--- config.mk ---
export PLATFORM = sky130hd
export DESIGN_NAME = btn_debounce_step
export DESIGN_NICKNAME = d
export VERILOG_FILES = /design/src/rtl/btn_pkg.sv /design/src/rtl/btn_debounce_ch.sv /design/src/rtl/btn_debounce_step.sv
export SDC_FILE = /design/constraint.sdc
export NUM_CORES = 1
export LEC_CHECK = 0
export CAP_MARGIN = 40
export CORE_MARGIN = 3
export CORE_UTILIZATION = 44
export CTS_BUF_LIST = sky130_fd_sc_hd__clkbuf_8
export DETAILED_ROUTE_END_ITERATION = 12
export PLACE_DENSITY = 0.73
export SETUP_SLACK_MARGIN = 0.15
export SYNTH_ARGS = -nofsm -noshare
export SYNTH_HDL_FRONTEND = slang
export SYNTH_SLANG_ARGS = --single-unit
export TNS_END_PERCENT = 20
--- constraint.sdc ---
create_clock -name clk -period 8.4 [get_ports clk]
set_clock_uncertainty 0.15 [all_clocks]
set_input_delay 1.68 -clock clk [delete_from_list [all_inputs] [get_ports clk]]
set_output_delay 1.68 -clock clk [all_outputs]
set_load 0.02 [all_outputs]
--- src/rtl/btn_pkg.sv ---
// btn_pkg: timing defaults, repeat FSM encoding and width helper for the button conditioner.
package btn_pkg;
  localparam int DEBOUNCE_10MS_100MHZ = 1_000_000;
  localparam int REPEAT_DELAY_500MS   = 50_000_000;
  localparam int REPEAT_PERIOD_100MS  = 10_000_000;
  typedef enum logic [1:0] {IDLE = 2'd0, DELAY = 2'd1, REPEAT = 2'd2} rpt_state_e;
  function automatic int clog2(input int v);
    int r = 0;
    for (int x = v - 1; x > 0; x = x >> 1) r++;
    return r;
  endfunction
endpackage

--- src/rtl/btn_debounce_ch.sv ---
// btn_debounce_ch: one channel of sync, debounce and edge pulses; BTN_AUTO_REPEAT_EN adds the auto-repeat FSM.
module btn_debounce_ch
  import btn_pkg::*;
#(
`ifdef BTN_AUTO_REPEAT_EN
  parameter int REPEAT_DELAY    = REPEAT_DELAY_500MS,
  parameter int REPEAT_PERIOD   = REPEAT_PERIOD_100MS,
`endif
  parameter int DEBOUNCE_CYCLES = DEBOUNCE_10MS_100MHZ
) (
  input  logic clk,
  input  logic rst,
  input  logic btn_i,
  output logic level_o,
  output logic rise_o,
  output logic fall_o,
  output logic step_o
);
  localparam int CW = clog2(DEBOUNCE_CYCLES + 1);
  logic s1_q, s2_q, level_q, rise_q, fall_q;
  logic flip, rise_d, fall_d;
  logic [CW-1:0] cnt_q, cnt_d;
  always_comb begin
    flip   = s2_q != level_q && cnt_q == CW'(DEBOUNCE_CYCLES - 1);
    rise_d = flip & ~level_q;
    fall_d = flip & level_q;
    cnt_d  = (s2_q == level_q || flip) ? '0 : cnt_q + 1'b1;
  end
  always_ff @(posedge clk or posedge rst)
    if (rst) begin
      s1_q    <= 1'b0;
      s2_q    <= 1'b0;
      level_q <= 1'b0;
      rise_q  <= 1'b0;
      fall_q  <= 1'b0;
      cnt_q   <= '0;
    end else begin
      s1_q    <= btn_i;
      s2_q    <= s1_q;
      level_q <= level_q ^ flip;
      rise_q  <= rise_d;
      fall_q  <= fall_d;
      cnt_q   <= cnt_d;
    end
  assign level_o = level_q;
  assign rise_o  = rise_q;
  assign fall_o  = fall_q;
`ifdef BTN_AUTO_REPEAT_EN
  localparam int RW = clog2((REPEAT_DELAY > REPEAT_PERIOD ? REPEAT_DELAY : REPEAT_PERIOD) + 1);
  rpt_state_e st_q;
  logic [RW-1:0] rcnt_q;
  logic step_q, rep;
  assign rep = (st_q == DELAY && rcnt_q == RW'(REPEAT_DELAY - 1)) ||
               (st_q == REPEAT && rcnt_q == RW'(REPEAT_PERIOD - 1));
  // a release overrides any repeat tick that lands on the same edge
  always_ff @(posedge clk or posedge rst)
    if (rst) begin
      st_q   <= IDLE;
      rcnt_q <= '0;
      step_q <= 1'b0;
    end else begin
      step_q <= rise_d | (rep & ~fall_d);
      if (fall_d) begin
        st_q   <= IDLE;
        rcnt_q <= '0;
      end else if (rise_d) begin
        st_q   <= DELAY;
        rcnt_q <= '0;
      end else if (rep) begin
        st_q   <= REPEAT;
        rcnt_q <= '0;
      end else if (st_q != IDLE) rcnt_q <= rcnt_q + 1'b1;
    end
  assign step_o = step_q;
`else
  assign step_o = rise_q;
`endif
endmodule

--- src/rtl/btn_debounce_step.sv ---
// btn_debounce_step: N-channel button conditioner with a registered any-pressed flag; BTN_AUTO_REPEAT_EN enables auto-repeat steps.
module btn_debounce_step
  import btn_pkg::*;
#(
  parameter int N               = 4,
  parameter int DEBOUNCE_CYCLES = DEBOUNCE_10MS_100MHZ,
  parameter int REPEAT_DELAY    = REPEAT_DELAY_500MS,
  parameter int REPEAT_PERIOD   = REPEAT_PERIOD_100MS
) (
  input  logic         clk,
  input  logic         RST,
  input  logic [N-1:0] btn_in,
  output logic [N-1:0] btn_level,
  output logic [N-1:0] btn_rise,
  output logic [N-1:0] btn_fall,
  output logic [N-1:0] btn_step,
  output logic         any_level
);
  logic any_q;
  if (DEBOUNCE_CYCLES < 1 || REPEAT_DELAY < 1 || REPEAT_PERIOD < 1) begin : g_bad_cfg
    $error("btn_debounce_step: DEBOUNCE_CYCLES, REPEAT_DELAY and REPEAT_PERIOD must be >= 1");
  end
  for (genvar i = 0; i < N; i++) begin : g_ch
    btn_debounce_ch #(
`ifdef BTN_AUTO_REPEAT_EN
      .REPEAT_DELAY(REPEAT_DELAY),
      .REPEAT_PERIOD(REPEAT_PERIOD),
`endif
      .DEBOUNCE_CYCLES(DEBOUNCE_CYCLES)
    ) u_ch (
      .clk(clk),
      .rst(RST),
      .btn_i(btn_in[i]),
      .level_o(btn_level[i]),
      .rise_o(btn_rise[i]),
      .fall_o(btn_fall[i]),
      .step_o(btn_step[i])
    );
  end
  always_ff @(posedge clk or posedge RST)
    if (RST) any_q <= 1'b0;
    else any_q <= |btn_level;
  assign any_level = any_q;
endmodule

==> results.md <==
- Highest clock rate: 297 MHz
- Post-CTS setup buffers: 0
- Synth Instances: 460
- CP max stage cell: sky130_fd_sc_hd__clkdlybuf4s50_1
- Total number of nets in the final design: 484
- Weighted congestion at the end of routability-driven global placement: between 0.8 and 0.9
- Arrival time of data at the critical path endpoint: 1.53 ns
- Max rail drop VDD: 0.0000972 V
- Flop and latch count out of synthesis: around 100
- Clock insertion delay at the later pin of the skew report: approximately 0.37 ns
- Post-synth top area share: 0.526
- RSZ-0062 raised after global routing: no
- Routed vias/inst: 5.57
- Sequential fraction of the synthesis area: 0.526
- Gate family responsible for the most delay along the worst path: buffers and inverters
- Total negative slack for setup checks: 0 ns
- Clock sink count: around 100
- Pre-CTS setup slack: 5.28 ns
- Post-detailed-placement cell area: 5110 um^2
- Number of buffer and inverter instances along the worst setup path: 1
- Number of nets produced by synthesis: 470
- Layout Cell Area excl Fill: 5320 um^2
- Number of nets with antenna violations after detailed routing: 0
- First-pass GRT wire length: 16,300 um
- Synthesized area: 4810 um^2
- Final setup violation count: 0
- Wire per inst: around 15 um
- I/O Pins: 23
- Biggest area consumer among synthesized cells: sky130_fd_sc_hd__dfrtp_1
- Layout Area Growth over Synthesis: 10.8%
- Syn Area/Cell: 10.4 um^2
- Crit path setup slack, layout: ~5.0 ns
- Warning count from the yosys run: 0
- Ranking of synthesized cells by area: sky130_fd_sc_hd__dfrtp_1 (53%), sky130_fd_sc_hd__xnor2_1 (5.6%), sky130_fd_sc_hd__xor2_1 (4.6%)
- DRC violation count after routing: 0
- Gr ovfl total: 0
- Number of rows created at floorplan: 37
- Sequential cell area: between 2000 and 3000 um^2
- Number of buffers added on ports: 22
- Final Cycle Share: 0.400
- Nature of the critical path startpoint: register
- TritonCTS clock tree: built
- Deepest level of the CTS H-tree: 3
- Horizontal extent of the die: 111 um
- Slew Limit Headroom: 0.483
- Fraction of layout instances using a drive strength above 1: 0.0835
- Standby leakage power: 2.09 nW
- Violation count after the first detailed-route iteration: ~210
- Largest net degree at the start of global routing: 60
- Post-layout utilization of the core: 0.509
- Count of cells resized by post-cts repair: 0
- Initial core utilization: 0.459
- Register clock-pin slew on the reported worst setup and hold paths: ~0.09 ns
- Ordered list of cells on the worst path: clkdlybuf4s50_1
- Worst Hold Class: register to register
- Number of pins with negative max-slew slack in the final report: 0
- Die ar.: 12,200 um^2
- Minimum clock period: 3.36 ns
- Top FF cell, synth: sky130_fd_sc_hd__dfrtp_1
- Type of element capturing the critical path: primary output
- Hold bufs inserted after CTS: 0
- Maximum fanout along the worst path: 6
- Antenna violations before repair: 0
- Area of the multi-input gates: 2090 um^2
- Overall track demand over capacity in global routing: 0.159
- Most used standard cell by instance count after synthesis: sky130_fd_sc_hd__dfrtp_1
- Crit path kind: register to primary output
- Fraction of registers with async set or reset after synthesis: 1.00
- Number of filler instances in the final layout: 955
- CTS Buf Count: 9
- Post-synth cell types: 38
- Slew of the pin with the lowest slew margin: 0.775 ns
- Number of flops mapped to enable cells by yosys: 0
- Total wirelength of the detailed-routed design: between 9000 and 10,000 um
- Drt pass-1 iters: 4
- Sum of net half-perimeters after detailed placement: 6380 um
- Antenna diode count: 0
- Maximum count of clock buffers along a single path: 2
- Via count of the first global-routing pass: 3,413
- Power per standard cell area: 160 nW/um^2
- Vias: 3,428
- Placeable core area: 10,500 um^2
- Critical path's largest stage delay: 0.66 ns
- Y dimension of the die: between 100 and 150 um
- Max-cap violation count: 0
- Leading post-synthesis cells by instance count: sky130_fd_sc_hd__dfrtp_1 (101), sky130_fd_sc_hd__nor2_1 (58), sky130_fd_sc_hd__xnor2_1 (31)
- Result of the run: completed
- Count of endpoints failing hold in the final timing report: 0
- Required time worst endpoint: 6.57 ns
- CTS root buf: sky130_fd_sc_hd__clkbuf_8
==> final cells by class <==
cell class | instances | area share
Clock buffer | 11 | 0.0284
Tap cell | 136 | 0.0320
Clock inverter | 5 | 0.0110
Inverter | 11 | 0.00823
Timing Repair Buffer | 27 | 0.0536
Sequential cell | 101 | 0.475
Multi-Input combinational cell | 324 | 0.392
==> worst reg2reg max path: stages, from the launching register on <==
cell,delay (ns)
sky130_fd_sc_hd__dfrtp_1,0.45
sky130_fd_sc_hd__or4_1,0.55
sky130_fd_sc_hd__or4_4,0.51
sky130_fd_sc_hd__o31ai_4,0.71
sky130_fd_sc_hd__nor2_1,0.14
==> sequential cells by signal (all words and copies together) (netlist names), named ones only <==
register,flops
g_ch.u_ch.s1_q,4
g_ch.u_ch.cnt_q,80
g_ch.u_ch.fall_o,4
any_level,1
g_ch.u_ch.s2_q,4
g_ch.u_ch.rise_o,4
==> where the power goes <==
group,switching (mW),internal (mW)
registers,0.00766,0.492
clock network,0.168,0.154
logic,0.0201,0.0112
total,0.196,0.657
==> path summary, 6_finish.rpt <==
kind / startpoint / slack [ns] / cells past startpoint / to
hold / removal: g_ch[2].u_ch.s1_q$_DFF_PP0_ / 0.20 / 0 / g_ch[2].u_ch.s2_q$_DFF_PP0_
min in group asynchronous: RST / 1.41 / 2 / g_ch[3].u_ch.cnt_q[2]$_DFF_PP0_
setup / recovery: register / 5.04 / 1 / btn_level[1]
max in group asynchronous: RST / 5.72 / 4 / g_ch[0].u_ch.cnt_q[7]$_DFF_PP0_
setup reg to reg: g_ch[1].u_ch.cnt_q[12]$_DFF_PP0_ / 5.74 / 4 / g_ch[1].u_ch.cnt_q[12]$_DFF_PP0_
hold reg to reg: g_ch[2].u_ch.s1_q$_DFF_PP0_ / 0.20 / 0 / g_ch[2].u_ch.s2_q$_DFF_PP0_
==> per-stage QoR <==
stage | total power, mW | instances | hold slack (ns)
2_1_floorplan | 0.527 | 460 | 0.181
4_1_cts | 0.866 | 615 | 0.208
3_3_place_gp | 0.538 | 596 | 0.190
3_5_place_dp | 0.541 | 599 | 0.186
5_1_grt | 0.891 | 615 | 0.213
6_report | 0.853 | 615 | 0.205
==> cell families after synthesis <==
group / share of synthesized area
simple gates: 0.249
compound gates: 0.0591
fa+ha+maj: 0.0104
xor+xnor: 0.102
flops: 0.526
buf+inv: 0.0411
mux: 0.0122
==> layout by cell type, fill, tap and decap left out, types with 2 or more instances in the layout <==
master                            Yosys  layout
sky130_fd_sc_hd__dfrtp_1            101     101
sky130_fd_sc_hd__nor2_1              58      58
sky130_fd_sc_hd__xnor2_1             31      31
sky130_fd_sc_hd__nand3_1             26      26
sky130_fd_sc_hd__xor2_1              25      25
sky130_fd_sc_hd__nand2_1             22      22
sky130_fd_sc_hd__clkdlybuf4s50_1      0      22
sky130_fd_sc_hd__a21oi_1             20      20
sky130_fd_sc_hd__nand4_1             19      19
sky130_fd_sc_hd__or4_1               16      16
sky130_fd_sc_hd__o31ai_1             15      14
sky130_fd_sc_hd__or3_1               12      12
sky130_fd_sc_hd__nor4_1              11      11
sky130_fd_sc_hd__clkbuf_8             0      11
sky130_fd_sc_hd__inv_1               11      10
sky130_fd_sc_hd__nor3_1               9       9
sky130_fd_sc_hd__and3_1               8       8
sky130_fd_sc_hd__nor3b_1              8       8
sky130_fd_sc_hd__and4_1               6       6
sky130_fd_sc_hd__or2_2                5       5
sky130_fd_sc_hd__o21ai_0              5       5
sky130_fd_sc_hd__nor4bb_1             4       4
sky130_fd_sc_hd__ha_1                 4       4
sky130_fd_sc_hd__o31ai_2              2       3
sky130_fd_sc_hd__mux2_2               3       3
sky130_fd_sc_hd__nor4b_1              2       2
sky130_fd_sc_hd__nand3b_1             2       2
sky130_fd_sc_hd__or4b_2               2       2
sky130_fd_sc_hd__clkinvlp_4           0       2
sky130_fd_sc_hd__buf_6                0       2
sky130_fd_sc_hd__buf_4               17       2
==> per-layer routing <==
metal	up-vias	routed length, um	GRT usage
li1	1662	-	-
met1	1684	4240	0.211
met2	67	4460	0.256
met3	15	358	0.0422
met4	0	145	0.0525
met5	-	0	0
Note: power is estimated with default switching activity, not from simulation.
